`src/rtl/window_fetch_ctrl.sv`:
```
`default_nettype none
// ============================================================================
// Module   : window_fetch_ctrl
// Raster-scans the frame, fetches each 3x3 neighbourhood tap by tap and hands
// the assembled window downstream. Build option WINDOW_BORDER_CLAMP_EN: taps
// outside the image take the centre value instead of zero.
// Revision : 1.0 - initial release
// ============================================================================
module window_fetch_ctrl #(
    parameter int IMG_W = 160,
    parameter int IMG_H = 120,
    parameter int PIX_W = 8
) (
    input  logic               clk,
    input  logic               rst_n,
    input  logic               start,
    output logic               busy,
    output logic               done,
    output logic [7:0]         x,
    output logic [6:0]         y,
    output logic [3:0]         sel,
    output logic               rd_en,
    input  logic [PIX_W-1:0]   rd_data,
    output logic               win_valid,
    input  logic               win_ready,
    output logic [9*PIX_W-1:0] win_data,
    output logic [7:0]         win_x,
    output logic [6:0]         win_y
);
    localparam logic [7:0] c_x_last   = 8'(IMG_W - 1);
    localparam logic [6:0] c_y_last   = 7'(IMG_H - 1);
    localparam logic [3:0] c_last_tap = 4'd8;

    typedef enum logic [2:0] {
        S_IDLE  = 3'd0,
        S_FETCH = 3'd1,
        S_DRAIN = 3'd2,
        S_HOLD  = 3'd3,
        S_DONE  = 3'd4
    } state_t;

    state_t           r_state, w_state_nxt;
    logic [PIX_W-1:0] r_taps [9];
    logic [8:0]       r_invalid;
    logic [3:0]       r_prev_sel;
    logic             r_prev_rd;
    logic             w_last_pix;
    logic [7:0]       w_x_nxt;
    logic [6:0]       w_y_nxt;
    logic [PIX_W-1:0] w_border;

    // A tap is outside when its column/row offset steps past an image edge.
    function automatic logic tap_in_image(input logic [7:0] cx, input logic [6:0] cy,
                                          input logic [3:0] k);
        logic left, right, up, down;
        left  = (k == 4'd0) || (k == 4'd3) || (k == 4'd6);
        right = (k == 4'd2) || (k == 4'd5) || (k == 4'd8);
        up    = (k < 4'd3);
        down  = (k > 4'd5);
        return !((left && cx == 8'd0) || (right && cx == c_x_last) ||
                 (up && cy == 7'd0)   || (down && cy == c_y_last));
    endfunction

    assign w_last_pix = (x == c_x_last) && (y == c_y_last);

    always_comb begin
        w_x_nxt = x + 8'd1;
        w_y_nxt = y;
        if (x == c_x_last) begin
            w_x_nxt = 8'd0;
            w_y_nxt = y + 7'd1;
        end
    end

`ifdef WINDOW_BORDER_CLAMP_EN
    assign w_border = r_taps[4];
`else
    assign w_border = '0;
`endif

    always_ff @(posedge clk or negedge rst_n) begin
        if (!rst_n) r_state <= S_IDLE;
        else        r_state <= w_state_nxt;
    end

    always_comb begin
        w_state_nxt = r_state;
        busy        = (r_state != S_IDLE);
        done        = (r_state == S_DONE);
        win_valid   = (r_state == S_HOLD);
        case (r_state)
            S_IDLE:  if (start) w_state_nxt = S_FETCH;
            S_FETCH: if (sel == c_last_tap) w_state_nxt = S_DRAIN;
            S_DRAIN: w_state_nxt = S_HOLD;
            S_HOLD:  if (win_ready) w_state_nxt = w_last_pix ? S_DONE : S_FETCH;
            S_DONE:  w_state_nxt = S_IDLE;
            default: w_state_nxt = S_IDLE;
        endcase
    end

    // rd_en is registered alongside the sel it belongs to.
    always_ff @(posedge clk or negedge rst_n) begin
        if (!rst_n) begin
            x          <= '0;
            y          <= '0;
            sel        <= '0;
            rd_en      <= 1'b0;
            r_prev_sel <= '0;
            r_prev_rd  <= 1'b0;
        end else begin
            r_prev_rd  <= rd_en;
            r_prev_sel <= sel;
            rd_en      <= 1'b0;
            case (r_state)
                S_IDLE: if (start) begin
                    x     <= '0;
                    y     <= '0;
                    sel   <= '0;
                    rd_en <= tap_in_image(8'd0, 7'd0, 4'd0);
                end
                S_FETCH: if (sel != c_last_tap) begin
                    sel   <= sel + 4'd1;
                    rd_en <= tap_in_image(x, y, sel + 4'd1);
                end
                S_HOLD: if (win_ready && !w_last_pix) begin
                    x     <= w_x_nxt;
                    y     <= w_y_nxt;
                    sel   <= '0;
                    rd_en <= tap_in_image(w_x_nxt, w_y_nxt, 4'd0);
                end
                default: ;
            endcase
        end
    end

    // Read data lands one cycle behind its strobe; border fill happens in DRAIN.
    always_ff @(posedge clk or negedge rst_n) begin
        if (!rst_n) begin
            r_invalid <= '0;
            for (int k = 0; k < 9; k++) r_taps[k] <= '0;
        end else begin
            for (int k = 0; k < 9; k++) begin
                if (r_prev_rd && r_prev_sel == 4'(k)) r_taps[k] <= rd_data;
                if (r_state == S_FETCH && sel == 4'(k)) r_invalid[k] <= !rd_en;
                if (r_state == S_DRAIN && r_invalid[k]) r_taps[k] <= w_border;
            end
        end
    end

    for (genvar k = 0; k < 9; k++) begin : g_pack
        assign win_data[k*PIX_W +: PIX_W] = r_taps[k];
    end

    assign win_x = x;
    assign win_y = y;

endmodule
`default_nettype wire
```
`config.mk`:
```
export PLATFORM = sky130hd
export DESIGN_NAME = window_fetch_ctrl
export DESIGN_NICKNAME = d
export VERILOG_FILES = /design/src/rtl/window_fetch_ctrl.sv
export SDC_FILE = /design/constraint.sdc
export NUM_CORES = 1
export LEC_CHECK = 0
export ABC_AREA = 1
export BUFFER_PORTS_ARGS = -buffer_cell sky130_fd_sc_hd__buf_2
export CAP_MARGIN = 20
export CORE_MARGIN = 2
export CORE_UTILIZATION = 50
export DETAILED_ROUTE_END_ITERATION = 16
export PLACE_DENSITY = 0.76
export SLEW_MARGIN = 20
export SYNTH_ARGS = -nofsm -noshare
export SYNTH_HDL_FRONTEND = slang
export SYNTH_SLANG_ARGS = --single-unit
```
`constraint.sdc`:
```
create_clock -name clk -period 5.48 [get_ports clk]
set_clock_uncertainty 0.2 [all_clocks]
set_input_delay 0.548 -clock clk [delete_from_list [all_inputs] [get_ports clk]]
set_output_delay 0.548 -clock clk [all_outputs]
set_load 0.05 [all_outputs]
```
==> results_dict.tcl, run 1 <==
set metrics [dict create \
    seq_area_um2 2730 \
    die_w_um 106 \
    multi_input_area_um2 2040 \
    fmax_mhz 402 \
    critical_path_arrival_ns 2.56 \
    fillers 886 \
    ios 122 \
    viasPerCell 5.52 \
    route.detailed.drc 0 \
    fin_tns_setup_ns 0 \
    grt_usage_pct 23.7 \
    synth.area.mux_share_pct 0 \
    syn_to_final_growth_pct 15.2 \
    num_rows 37 \
    synth_cells 602 \
    async_reset_ff_share_pct 100 \
    vias 4655 \
    fp.dieH_um 106 \
    synthSimpleGateAreaFrac_pct 20.2 \
    final_layout_size_suffix_gt1_share_pct 23.3 \
    worst_pin_slew_ns 0.985 \
    path_max_fanout 16 \
    yosysWarnings 0 \
    ant_nets 0 \
    cts-resized-gates 0 \
    antenna_cells 0 \
    root_buffer "clkbuf_8" \
    clock_latency_ns 0.38 \
    status "complete, no violations" \
    p_per_area_nw_per_um2 667 \
    syn_nets 623 \
    setup_ws_ns 2.99 \
    synthFlopType "dfrtp_1" \
    setup_viol_count_final 0 \
    gp_congestion 0.958 \
    path_clk_slew_ns 0.11 \
    grt_overflow 0 \
    slew_viol_final 0 \
    grt_max_degree 72 \
    synth_top_family_by_area "simple AND/OR/NAND/NOR gates" \
    final_core_util_pct 58.9 \
    pre_cts_slack_ns 2.91 \
    ys_seq_area_share_pct 51.9 \
    clock_path_buffers 2 \
    drtIter0Drc 403 \
    htree_levels 3 \
    dp_hpwl_um 9540 \
    leakagePower_nw 3.17 \
    grt_setup_unrepaired "no" \
    port_buffers 121 \
    syn_avg_cell_area_um2 8.72 \
    min_period_ns 2.49 \
    timing.final.crit_share_pct 45.4 \
    cts_setup_buffers 0 \
    cts.sinks 109 \
    synthAdderAreaFrac_pct 2.14 \
    worst-r2r-cell-count 6 \
    wl_um 13200 \
    maxSlewHeadroom_pct 34.0 \
    end_kind "flip-flop" \
    grt_pass1_wl_um 21500 \
    design.final.nets 724 \
    vdd_ir_drop_max_mv 0.361 \
    holdCritPathClass "input port to async pin" \
    dieArea_um2 11300 \
    cts-hold-fix-buffers 0 \
    startpoint_type "flip-flop" \
    wl_per_cell_um 15.7 \
    core_region_area_um2 10300 \
    synth-xor-area-share_pct 0.667 \
    required_ns 5.55 \
    synth_compound_area_share_pct 15.7 \
    cts_tree "yes" \
    drv_cap 0 \
    syn_area_um2 5250 \
    grt_antenna_before_repair 0 \
    critPathKind "flip-flop to flip-flop" \
    synth_cell_types 32 \
    synth_edf_count 0 \
    drtPass1Iterations 6 \
    grt_pass1_vias 4259 \
    power_mw 4.03 \
    initial_core_util_pct 51.1 \
    finalHoldViolations 0 \
    cts_buffers 9 \
    ys_ff_latch 109 \
]
-- worst paths after layout --
path	end	slack [ns]	start
min reg2reg	win_data[66]$_DFFE_PN0P_	0.29	win_data[66]$_DFFE_PN0P_
max in group asynchronous	win_data[56]$_DFFE_PN0P_	4.00	rst_n
min	win_data[34]$_DFFE_PN0P_	0.08	rst_n
max	win_data[56]$_DFFE_PN0P_	2.99	r_prev_sel[2]$_DFF_PN0_
min in group clk	win_data[22]$_DFFE_PN0P_	0.26	rd_data[6]
max reg2reg	win_data[56]$_DFFE_PN0P_	2.99	r_prev_sel[2]$_DFF_PN0_
-- layer usage --
| layer | vias to the layer above | wire length [um] | GRT usage (%) |
|---|---|---|---|
| met5 | - | 0 | 0 |
| met4 | 0 | 296 | 9.09 |
| met3 | 26 | 992 | 3.99 |
| met2 | 217 | 6110 | 37.2 |
| met1 | 2210 | 5840 | 33.2 |
| li1 | 2202 | - | - |
-- power breakdown --
part | internal [mW] | leakage [nW] | switching, mW
Sequential | 1.12 | 1.41 | 0.266
Combinational | 0.492 | 1.67 | 1.66
Clock | 0.189 | 0.0982 | 0.302
-- metrics by stage --
stage	hold WS (ns)	cells	area [um^2]
after floorplan	0.0524	602	5250
after global placement	0.263	828	5840
after detailed placement	0.266	828	5840
after CTS	0.110	844	6040
after global routing	0.143	844	6050
final	0.0798	844	6050
-- synthesized netlist by cell type, types with 8 or more instances --
library cell    n  area share (%)
o22ai_1        17             2.0
a21oi_1        21             2.0
buf_4          16             2.3
nor2_1         73             5.2
a221oi_1       24             4.0
ha_1            9             2.1
o31ai_1        16             2.3
inv_1          76             5.4
nor3_1          8            0.76
dfrtp_1       109              52
o21ai_0        29             2.8
nand2_1       111             7.9
nand3_1        33             3.1
-- sequential cells by signal, summed over array words and instances, names as in the netlist --
register and flops:
win_data 72, r_prev_rd 1, sel 4, win_y 7
r_state 3, rd_en 1, r_prev_sel 4, win_x 8
r_invalid 9
-- final cells by class --
type / instances / area share (%)
clock buffers: 10 / 2.28
clock inverters: 6 / 1.01
inverters: 79 / 4.90
multi-input cells: 382 / 33.7
flip-flops and latches: 109 / 45.1
well taps: 136 / 2.81
repair buffers: 122 / 10.2
-- kinds of logic (layout without fill, tap and decap cells) --
| family | count (synthesis) | after routing |
|---|---|---|
| fa+ha+maj | 9 | 9 |
| xor+xnor | 4 | 4 |
| compound gates | 123 | 123 |
| simple gates | 246 | 246 |
| buf+inv | 111 | 217 |
| flops | 109 | 109 |
-- cells in the final DEF, fill, tap and decap left out, drive strengths merged --
| cell | netlist | routed |
|---|---|---|
| clkbuf | 4 | 10 |
| a21oi | 21 | 21 |
| clkinv | 0 | 2 |
| a221oi | 24 | 24 |
| o31ai | 16 | 16 |
| dfrtp | 109 | 109 |
| clkinvlp | 0 | 1 |
| o21ai | 39 | 39 |
| o211ai | 1 | 1 |
| a31oi | 1 | 1 |
| nor3 | 10 | 10 |
| nand2 | 114 | 114 |
| nor4 | 1 | 1 |
| o22ai | 21 | 21 |
| nand4 | 7 | 7 |
| nor2 | 81 | 81 |
| xor2 | 4 | 4 |
| ha | 9 | 9 |
| inv | 79 | 82 |
| nand3 | 33 | 33 |
| buf | 28 | 122 |
-- worst max-delay path: stages, from the launching register on --
cell and delay [ns]:
dfrtp_1 0.40, inv_1 0.07, nor2_1 0.60, inv_1 0.23, nor2_2 0.50, nor2_1 0.11
a221oi_1 0.26
Power figures use the tool's default switching activity.
==> inputs of run 2 (changes only) <==
Settings changed: CORE_UTILIZATION 50 to 49, PLACE_DENSITY 0.76 to 0.78.
Clock period 5.48 ns to 2.18 ns, I/O delays scaled along.
==> results_dict.tcl, run 2 (synthesized netlist as in run 1, its figures left out) <==
set metrics [dict create \
    grt_overflow 0 \
    fmax_mhz 497 \
    intPower_mw 4.98 \
    route.detailed.drc 0 \
    cts_tree "yes" \
    critical-path-max-stage-delay_ns 0.46 \
    largest_reg_flops 72 \
    clkPwrFrac_pct 14.3 \
    seq_power_share_pct 32.3 \
    grt_usage_pct 25.3 \
    leakagePower_nw 3.38 \
    num_rows 37 \
    fin_tns_setup_ns 0 \
    worst_path_most_repeated_cell "nor2_4" \
    status "complete, no violations" \
    timing.final.crit_share_pct 92.2 \
    drv_cap 0 \
    viasPerCell 5.48 \
    critical_path_arrival_ns 2.08 \
    clock_latency_ns 0.37 \
    final_area_um2 6440 \
    placed_cell_area_um2 6030 \
    final_core_util_pct 62.1 \
    cts.sinks 109 \
    path_max_fanout 6 \
    grt_max_degree 46 \
    core_region_area_um2 10400 \
    antenna_cells 0 \
    die_w_um 108 \
    pre_cts_slack_ns 0.0825 \
    grt_pass1_vias 4606 \
    critPathKind "flip-flop to flip-flop" \
    worst_pin_slew_ns 0.608 \
    cp_cell_sequence "ha_2 > nand2_2 > nor2_4 > nand2_4 > nor3_4 > nor2_2 > nor2_4 > buf_4 > o21ai_0" \
    highest_layer "met4" \
    syn_to_final_growth_pct 22.6 \
    wl_um 14100 \
    end_kind "flip-flop" \
    power_mw 10.6 \
    comb_power_share_pct 53.4 \
    drtIter0Drc 553 \
    min_period_ns 2.01 \
    wl_met1_um 5910 \
    design.final.nets 761 \
    swShare_pct 53.2 \
    final_cells 881 \
    fp.dieH_um 108 \
    maxSlewHeadroom_pct 59.2 \
    cts_buffers 9 \
    grt_antenna_before_repair 0 \
    setup_viol_count_final 0 \
    worst-r2r-cell-count 9 \
    grt_pass1_wl_um 23000 \
    port_buffers 121 \
    required_ns 2.25 \
    holdCritPathClass "input port to async pin" \
    wl_per_cell_um 16.0 \
    wl_met2_um 6800 \
    ant_nets 0 \
    root_buffer "clkbuf_8" \
    vdd_ir_drop_max_mv 1.11 \
    fillers 883 \
    slew_viol_final 0 \
    final_common_cell "buf_2" \
    startpoint_type "flip-flop" \
    fin_hold_ws_ns 0.103 \
    wl_met3_um 1060 \
    switchingPower_mw 5.66 \
    clock_path_buffers 2 \
    gp_congestion 0.905 \
    layout_common_cells "buf_2, nand2_1, dfrtp_1, inv_1, nor2_1" \
    grt_setup_unrepaired "no" \
    initial_core_util_pct 50.6 \
    htree_levels 3 \
    finalHoldViolations 0 \
    dp_hpwl_um 10300 \
    path_clk_slew_ns 0.11 \
    slowest_stage "dfrtp_2" \
    dp_cells 850 \
    setup_ws_ns 0.170 \
    drtPass1Iterations 5 \
    final_layout_size_suffix_gt1_share_pct 26.4 \
    ios 122 \
    dieArea_um2 11600 \
    vias 4826 \
    p_per_area_nw_per_um2 1650 \
]
[run 2: cell types whose count changed in the layout (fill, tap and decap cells not counted), sizes merged]
cell,previous run,this run
bufinv,0,3
clkbuf,10,9
inv,82,80
buf,122,148
dlygate4sd3,0,11
[run 2: final timing paths]
kind	endpoint	start	slack (ns)
min reg2reg	win_data[64]$_DFFE_PN0P_	win_data[64]$_DFFE_PN0P_	0.29
max in group asynchronous	win_data[48]$_DFFE_PN0P_	rst_n	0.93
max reg2reg	win_x[0]$_DFFE_PN0P_	win_x[1]$_DFFE_PN0P_	0.17
min in group clk	win_data[64]$_DFFE_PN0P_	win_data[64]$_DFFE_PN0P_	0.29
min	win_data[35]$_DFFE_PN0P_	rst_n	0.10
max	win_x[0]$_DFFE_PN0P_	win_x[1]$_DFFE_PN0P_	0.17
[run 2: what timing repair did]
action | 4_1_cts | 5_1_grt
endpoints found under the hold margin | 62 | 0
buffers inserted | 0 | 4
setup endpoints to repair | 0 | 19
hold buffers | 11 | 0
gates resized for setup | 0 | 7
[run 2: power by group through the flow]
| stage | combinational (mW) | sequential (mW) | clock, mW |
|---|---|---|---|
| 4_1_cts | 5.66 | 3.41 | 1.54 |
| 2_1_floorplan | 1.98 | 5.67 | 0 |
| 3_5_place_dp | 5.63 | 3.45 | 0 |
| 5_1_grt | 6.11 | 3.52 | 1.64 |
| 3_3_place_gp | 5.53 | 3.41 | 0 |
| 6_report | 5.68 | 3.44 | 1.52 |
[run 2: final cells by class]
class                           instances  area [um^2]  share of cell area [%]
Sequential cell                       109         2730                    42.4
Multi-Input combinational cell        382         2050                    31.8
Timing Repair Buffer                  159          933                    14.5
Inverter                               79          299                    4.64
Tap cell                              136          170                    2.64
Clock inverter                          7          134                    2.08
Clock buffer                            9          124                    1.92
[run 2: worst max-delay path: cells and delay by family (launching register included)]
family	cells	cell delay [ns]
fa+ha+maj	1	0.20
buf+inv	1	0.14
flops	1	0.46
simple gates	6	0.66
compound gates	1	0.23
[run 2: metal layers]
metal	vias to the layer above	GRT usage, %
li1	2278	-
met1	2308	33.7
met2	215	41.9
met3	25	4.24
met4	0	8.61
met5	-	0
